**src/rtl/tinyenc_stream.sv**
```systemverilog
// tinyenc_stream: packs a byte stream into 32-bit blocks for the block encryptor
// and streams the ciphertext block back out as four bytes.
module tinyenc_stream #(
    parameter logic [7:0] PAD = 8'h00
) (
    input  logic        clk,
    input  logic        prstb,
    input  logic [7:0]  s_data,
    input  logic        s_valid,
    input  logic        s_last,
    output logic        s_ready,
    output logic [7:0]  m_data,
    output logic        m_valid,
    output logic        m_last,
    input  logic        m_ready,
    output logic        enc_req,
    output logic [31:0] enc_wdata,
    input  logic        enc_ack,
    input  logic [31:0] enc_rdata,
    output logic [15:0] blk_count
);
    typedef enum logic [1:0] {ST_FILL, ST_REQ, ST_WAIT, ST_DRAIN} state_t;
    state_t      state_q, state_d;
    logic [1:0]  cnt_q, cnt_d, k_q, k_d;
    logic [31:0] wdata_q, wdata_d, obuf_q, obuf_d;
    logic [15:0] blk_q, blk_d;
    logic        last_q, last_d, seen_q, seen_d, run_q;
    logic        xfer_in, xfer_out, fill_done, capture, drain_done;
    assign xfer_in    = s_valid && s_ready;
    assign xfer_out   = m_valid && m_ready;
    assign fill_done  = xfer_in && (cnt_q == 2'd3 || s_last);
    assign capture    = state_q == ST_WAIT && enc_ack;
    assign drain_done = xfer_out && k_q == 2'd3;
    always_ff @(posedge clk or negedge prstb) begin
        if (!prstb) begin
            state_q <= ST_FILL;
            cnt_q   <= '0;
            k_q     <= '0;
            wdata_q <= '0;
            obuf_q  <= '0;
            blk_q   <= '0;
            last_q  <= 1'b0;
            seen_q  <= 1'b0;
            run_q   <= 1'b0;
        end else begin
            state_q <= state_d;
            cnt_q   <= cnt_d;
            k_q     <= k_d;
            wdata_q <= wdata_d;
            obuf_q  <= obuf_d;
            blk_q   <= blk_d;
            last_q  <= last_d;
            seen_q  <= seen_d;
            run_q   <= 1'b1;
        end
    end
    // The encryptor has started once ack was seen idle and then sampled low.
    always_comb begin
        state_d = state_q;
        case (state_q)
            ST_FILL:  state_d = fill_done ? ST_REQ : ST_FILL;
            ST_REQ:   state_d = (seen_q && !enc_ack) ? ST_WAIT : ST_REQ;
            ST_WAIT:  state_d = enc_ack ? ST_DRAIN : ST_WAIT;
            default:  state_d = drain_done ? ST_FILL : ST_DRAIN;
        endcase
    end
    always_comb begin
        cnt_d = fill_done ? 2'd0 : cnt_q + 2'(xfer_in);
        for (int i = 0; i < 4; i++)
            wdata_d[8*i +: 8] = (xfer_in && cnt_q == 2'(i)) ? s_data :
                                (fill_done && 2'(i) > cnt_q) ? PAD : wdata_q[8*i +: 8];
        last_d = fill_done ? s_last : drain_done ? 1'b0 : last_q;
        seen_d = (state_q == ST_REQ) && (seen_q || enc_ack);
        obuf_d = capture ? enc_rdata : obuf_q;
        blk_d  = blk_q + 16'(capture);
        k_d    = k_q + 2'(xfer_out);
    end
    always_comb begin
        s_ready   = run_q && state_q == ST_FILL;
        m_valid   = state_q == ST_DRAIN;
        m_data    = obuf_q[8*k_q +: 8];
        m_last    = m_valid && last_q && k_q == 2'd3;
        enc_req   = state_q == ST_REQ;
        enc_wdata = wdata_q;
        blk_count = blk_q;
    end
endmodule
```
**config.mk**
```make
export PLATFORM = sky130hd
export DESIGN_NAME = tinyenc_stream
export DESIGN_NICKNAME = d
export VERILOG_FILES = /design/src/rtl/tinyenc_stream.sv
export SDC_FILE = /design/constraint.sdc
export NUM_CORES = 1
export LEC_CHECK = 0
export CORE_ASPECT_RATIO = 2
export CORE_UTILIZATION = 45
export DETAILED_ROUTE_END_ITERATION = 7
export GPL_TIMING_DRIVEN = 0
export HOLD_SLACK_MARGIN = 0.02
export PLACE_DENSITY = 0.76
export SYNTH_ARGS = -nofsm -noshare
export SYNTH_HDL_FRONTEND = slang
export SYNTH_SLANG_ARGS = --single-unit
export TNS_END_PERCENT = 20
```
**constraint.sdc**
```tcl
create_clock -name clk -period 5.45 [get_ports clk]
set_clock_uncertainty 0.05 [all_clocks]
set_input_delay 1.09 -clock clk [delete_from_list [all_inputs] [get_ports clk]]
set_output_delay 1.09 -clock clk [all_outputs]
set_load 0.1 [all_outputs]
```
==> key figures, run 1 <==
Outcome
  – Run status: finished, final reports clean

Final layout
  – Fraction of layout cells with a size suffix above 1: 18.0%
  – Final #Nets: 445
  – Commonest cells after routing, fill and taps aside: clkdlybuf4s50_1, dfrtp_1, mux2_2, a22o_1, nand2_1
  – Area grow syn2layout: 38.0%
  – Finished Layout Cells: 498
  – Most common cell after layout, fill and taps aside: clkdlybuf4s50_1

CTS
  – CTS buffer count: 9
  – CTS resizes: 0
  – CTS max path bufs: 2
  – Clk Tree Root Cell: clkbuf_16
  – Clock Latency Late Sink: 0.33 ns
  – H-tree Lvls: 3
  – Reg clk slew, reported paths: 0.06 ns
  – Sink Count: 89
  – Hold buffers post-CTS: 0
  – Post-CTS setup buffers: 0
  – CTS tree: done

Floorplanning
  – Die H: 133 um
  – Initial Utilization: 46.3%
  – I/O pins: 106
  – Core ar.: 8290 um2
  – DIE WIDTH: 67.3 um
  – Row cnt: 47
  – Total die area: 8930 um2

Yosys
  – Netlist Area Pre-Place: 3840 um2
  – Mapped Cells: 277
  – Yosys warning count: 0
  – Post-Syn Nets: 328
  – Yosys cell types: 35
  – FF+latch count, synth: 89
  – Syn Area/Cell: 13.9 um2
  – Register area share after synthesis: 58.0%

Routing
  – Avg WL per Cell: 17.7 um
  – ANT nets after route: 0
  – Via count: 2675
  – DR iter-0 viols: 143
  – Vias per cell: 5.37
  – Pre-Repair DR Iteration Count: 4
  – Final WL: 8820 um
  – DRC Markers: 0

Critical path
  – Critical Path End Type: output pin
  – Kind of critical path: reg2out
  – Required @ worst endpoint: 4.31 ns
  – Worst Setup Start Kind: register
  – Maximum net fanout on the critical path: 10
  – Max incr delay on CP: 1.15 ns
  – WP buf/inv: 2
  – Crit path cell chain: clkbuf_1, mux4_2, clkdlybuf4s50_1
  – CP max-delay cell: clkdlybuf4s50_1
  – R2r worst-path depth: 7
  – Cell family with most CP delay: buffers and inverters
  – Arrival time worst endpoint: 2.72 ns
  – WP depth: 3

GRT
  – Number of global-route vias before repair: 2889
  – Global-route wire length before repair: 14400 um
  – M2 GR Usage: 38.6%
  – Grt peak-use layer: met2
  – All-layer global routing usage: 21.8%
  – Gr ovfl total: 0
  – Initial antenna violation count: 1
  – Largest net degree at the start of global routing: 58
  – Met3 usage: 5.00%
  – GR Layer Usage met1: 23.2%

Timing
  – Tmin final: 3.86 ns
  – Fin crit share: 70.8%
  – Max-slew headroom: 29.5%
  – Fmax: 259 MHz
  – RSZ-0062 raised after global routing: false
  – Post-route setup slack: 1.59 ns
  – Final setup vio count: 0
  – Final slew viol count: 0
  – Setup TNS: 0 ns
  – Final hold vios: 0
  – Least-Margin Pin Slew: 1.05 ns

Placed design
  – Placed cell count: 481
  – Setup Slack @ Placement: 1.71 ns
  – Placer congestion estimate: 0.836
  – PortBufs: 105
  – HPWL Detailed: 6620 um

Worst hold path
  – Hold crit path type: reg2reg
  – Hold Path Depth: 1

Flow run
  – Max-cap violations: 0
## path summary, 6_finish.rpt
kind                                      end  slack [ns]     startpoint
worst min-delay path            blk_count[15]        0.42  blk_count[15]
worst min register to register  blk_count[15]        0.42  blk_count[15]
worst max-delay path                m_data[1]        1.59         k_q[1]
min in group asynchronous       enc_wdata[15]        0.65          prstb
worst max register to register  blk_count[14]        2.85     state_q[1]
max in group asynchronous          obuf_q[22]        4.07          prstb
## through the flow
stage | cell area (um2) | hold slack, ns | utilization, %
after floorplan | 3840 | 0.425 | -
after CTS | 5300 | 0.424 | 63.9
after global routing | 5300 | 0.446 | 63.9
after global placement | 5010 | 0.412 | 60.4
after detailed placement | 5040 | 0.414 | 60.8
final | 5300 | 0.420 | 63.9
## Yosys cell counts
library cell | instances | share of area [%]
dfrtp_1 | 89 | 58
mux2_2 | 32 | 9.4
a22o_1 | 24 | 5.5
nand2_1 | 14 | 1.4
xor2_1 | 10 | 2.3
o21ai_0 | 9 | 1.2
clkbuf_1 | 8 | 0.78
mux2_4 | 8 | 3.1
mux4_2 | 8 | 4.7
nand2b_1 | 8 | 1.3
inv_1 | 6 | 0.59
nand3_1 | 6 | 0.78
nand4_1 | 6 | 0.98
xnor2_1 | 6 | 1.4
ha_1 | 5 | 1.6
nor2_1 | 5 | 0.49
buf_2 | 4 | 0.52
nor3_1 | 4 | 0.52
nor4_1 | 3 | 0.49
a32o_1 | 2 | 0.52
and2_1 | 2 | 0.33
and3_1 | 2 | 0.33
buf_6 | 2 | 0.59
nor3b_2 | 2 | 0.65
or3_1 | 2 | 0.33
a21boi_0 | 1 | 0.20
a21o_1 | 1 | 0.20
a21oi_1 | 1 | 0.13
a31o_2 | 1 | 0.23
conb_1 | 1 | 0.098
nand4b_1 | 1 | 0.23
nand4bb_4 | 1 | 0.72
nor2b_1 | 1 | 0.16
nor3b_1 | 1 | 0.20
o21ai_1 | 1 | 0.13
## registers in the layout, indices dropped and copies added, names as in the netlist
register and flops:
blk_count 16, run_q 1, state_q 2, last_q 1
obuf_q 32, k_q 2, enc_wdata 32, seen_q 1
cnt_q 2
## layout make-up
cell class,count,area [um2]
inverter,6,22.5
sequential,89,2230
antenna,1,2.50
buffer,14,72.6
tap,98,123
timing repair buffer,106,1080
clock inverter,3,17.5
multi-input combinational,168,1520
clock buffer,13,240
fill,639,2990
## worst register-to-register path: stages, from the launching register on
cell,delay [ns]
dfrtp_1,0.46
nor3b_2,0.54
buf_2,0.42
ha_1,0.23
ha_1,0.27
nand4_1,0.12
nor4_1,0.26
xor2_1,0.17
## cell families after synthesis
family | Yosys count | synth area share [%]
muxes | 48 | 17.2
other | 1 | 0.0977
AOI/OAI and AO/OA | 40 | 8.05
and+or+nand+nor | 58 | 8.87
adders and majority gates | 5 | 1.63
DFF | 89 | 58.0
xor gates and xnor gates | 16 | 3.65
buffers and inverters | 20 | 2.48
## routing by layer
| metal | vias up | share of wire [%] |
|---|---|---|
| met5 | - | 0 |
| met4 | 0 | 2.9 |
| met3 | 15 | 5.1 |
| met2 | 94 | 56 |
| met1 | 1329 | 36 |
| li1 | 1237 | - |
Power of run 1 is not shown: default switching activity piles up to over one toggle a cycle in this logic, so the estimate is an artifact.
==> inputs of run 2 (changes only) <==
clock period = 3.55 ns   (was 5.45 ns; I/O delays follow)
==> results of run 2 <==
The final DEF is identical to that of run 1. Status: finished, final reports clean.
Among the figures that moved: setup slack after placement 1.71 ns -> 0.192 ns; setup slack after layout 1.59 ns -> 0.0736 ns; hold slack 0.420 ns -> 0.273 ns; register-to-register setup slack 2.85 ns -> 0.95 ns
Power of run 2 is left out for the same reason.
==> inputs of run 3 (changes only) <==
GPL_ROUTABILITY_DRIVEN = 0   (was unset)
MAX_ROUTING_LAYER = met4   (was unset)
==> run 3 against run 2 <==
Against the previous run:
- sequential share of layout area unchanged
- register-to-register slack about the same
- non-clock buffer count unchanged
- count of clock-buffer cells in the layout unchanged
- cell count unchanged
- global-route usage increased by 0.59 points
- sequential cell count unchanged
- first-iteration DRC count increased by 4.2%
- die area unchanged
- via count increased by 0.30%
- critical path type unchanged
- critical endpoint unchanged
- largest cell class unchanged
==> key figures, run 3 (synthesis results as in run 1) <==
Timing
  – Post-route setup slack: 0.0811 ns (was 0.0736 ns)
  – Tmin final: 3.47 ns (was 3.48 ns)
  – Setup TNS: 0 ns (unchanged)
  – Final setup vio count: 0 (unchanged)
  – Least-Margin Pin Slew: 1.05 ns (about the same)
  – RSZ-0062 raised after global routing: false (unchanged)
  – Max-slew headroom: 29.5% (about the same)
  – Fmax: 288 MHz (about the same)
  – Final hold vios: 0 (unchanged)
  – Fin crit share: 97.7% (was 97.9%)
  – Final slew viol count: 0 (unchanged)

Routing
  – Avg WL per Cell: 17.7 um (about the same)
  – Via count: 2683 (was 2675)
  – Pre-Repair DR Iteration Count: 4 (unchanged)
  – Vias per cell: 5.39 (was 5.37)
  – DRC Markers: 0 (unchanged)
  – Final WL: 8830 um (was 8820 um)
  – DR iter-0 viols: 149 (was 143)
  – ANT nets after route: 0 (unchanged)

Critical path
  – Maximum net fanout on the critical path: 10 (unchanged)
  – Critical Path Start: k_q[1] (unchanged)
  – CP max-delay cell: clkdlybuf4s50_1 (unchanged)
  – WP depth: 3 (unchanged)
  – Kind of critical path: reg2out (unchanged)
  – Worst reg2reg path startpoint: state_q[1] (unchanged)
  – R2r worst-path depth: 7 (unchanged)
  – Critical Path End Type: output pin (unchanged)
  – WP buf/inv: 2 (unchanged)
  – Reg2reg setup slack: 0.95 ns (about the same)
  – Required @ worst endpoint: 2.79 ns (about the same)
  – Worst R2R End: blk_count[14] (unchanged)
  – End of the critical path: m_data[1] (unchanged)
  – Worst Setup Start Kind: register (unchanged)
  – Arrival time worst endpoint: 2.71 ns (was 2.72 ns)
  – Cell family with most CP delay: buffers and inverters (unchanged)
  – Crit path cell chain: clkbuf_1, mux4_2, clkdlybuf4s50_1 (unchanged)
  – Max incr delay on CP: 1.15 ns (about the same)

GRT
  – Global-route wire length before repair: 14400 um (about the same)
  – Largest net degree at the start of global routing: 58 (unchanged)
  – Gr ovfl total: 0 (unchanged)
  – Initial antenna violation count: 1 (unchanged)
  – Number of global-route vias before repair: 2889 (unchanged)
  – All-layer global routing usage: 22.4% (was 21.8%)

CTS
  – Clock Latency Late Sink: 0.33 ns (about the same)
  – CTS max path bufs: 2 (unchanged)
  – Sink Count: 89 (unchanged)
  – CTS buffer count: 9 (unchanged)
  – Reg clk slew, reported paths: 0.06 ns (about the same)
  – Clk Tree Root Cell: clkbuf_16 (unchanged)
  – H-tree Lvls: 3 (unchanged)
  – CTS resizes: 0 (unchanged)
  – Post-CTS setup buffers: 0 (unchanged)
  – Hold buffers post-CTS: 0 (unchanged)
  – CTS tree: done (unchanged)

Final layout
  – Fraction of layout cells with a size suffix above 1: 18.0% (unchanged)
  – Area grow syn2layout: 38.0% (unchanged)
  – Fillers: 639 (unchanged)
  – Finished Layout Cells: 498 (unchanged)
  – Fin util: 63.9% (unchanged)
  – Final #Nets: 445 (unchanged)
  – Most common cell after layout, fill and taps aside: clkdlybuf4s50_1 (unchanged)
  – Commonest cells after routing, fill and taps aside: clkdlybuf4s50_1, dfrtp_1, mux2_2, a22o_1, nand2_1 (unchanged)

Floorplanning
  – DIE WIDTH: 67.3 um (unchanged)
  – Core ar.: 8290 um2 (unchanged)
  – Row cnt: 47 (unchanged)
  – I/O pins: 106 (unchanged)
  – Initial Utilization: 46.3% (unchanged)
  – Die H: 133 um (unchanged)
  – Total die area: 8930 um2 (unchanged)

Outcome
  – Run status: finished, final reports clean (unchanged)

Placed design
  – HPWL Detailed: 6620 um (unchanged)
  – Placed cell count: 481 (unchanged)
  – Setup Slack @ Placement: 0.192 ns (unchanged)
  – PortBufs: 105 (unchanged)

Flow run
  – Max-cap violations: 0 (unchanged)

Worst hold path
  – Hold crit path type: in2async (unchanged)
[run 3: metrics by stage]
step / cell area (um2) / hold WS (ns)
2_1_floorplan: 3840 / 0.364
3_3_place_gp: 5010 / 0.412
3_5_place_dp: 5040 / 0.414
4_1_cts: 5300 / 0.282
5_1_grt: 5300 / 0.304
6_report: 5300 / 0.272
[run 3: metal layers]
| layer | vias up | GRT usage [%] | routed length (um) |
|---|---|---|---|
| li1 | 1237 | - | - |
| met1 | 1349 | 23.9 | 3270 |
| met2 | 82 | 38.4 | 4960 |
| met3 | 15 | 4.05 | 337 |
| met4 | 0 | 10.2 | 270 |
| met5 | - | - | 0 |
[run 3: worst min-delay path by stage]
| stage | endpoint | slack [ns] | cells after the start |
|---|---|---|---|
| after floorplan | blk_count[0] | 0.36 | 0 |
| after global routing | enc_wdata[11] | 0.30 | 1 |
| after global placement | blk_count[15] | 0.41 | 1 |
| final | enc_wdata[15] | 0.27 | 1 |
| after CTS | enc_wdata[11] | 0.28 | 1 |
| after detailed placement | blk_count[15] | 0.41 | 1 |
[run 3: worst register-to-register path: stages, from the launching register on]
cell     delay (ns)
dfrtp_1        0.46
nor3b_2        0.55
buf_2          0.42
ha_1           0.23
ha_1           0.27
nand4_1        0.12
nor4_1         0.26
xor2_1         0.17
[run 3: final cells by class]
class	count	area [um2]	share of cell area, %
multi-input combinational	168	1520	28.6
buffer	14	72.6	1.37
clock buffer	13	240	4.53
clock inverter	3	17.5	0.331
antenna	1	2.50	0.0472
timing repair buffer	106	1080	20.3
inverter	6	22.5	0.425
tap	98	123	2.31
sequential	89	2230	42.0
Power of run 3 is left out for the same reason.
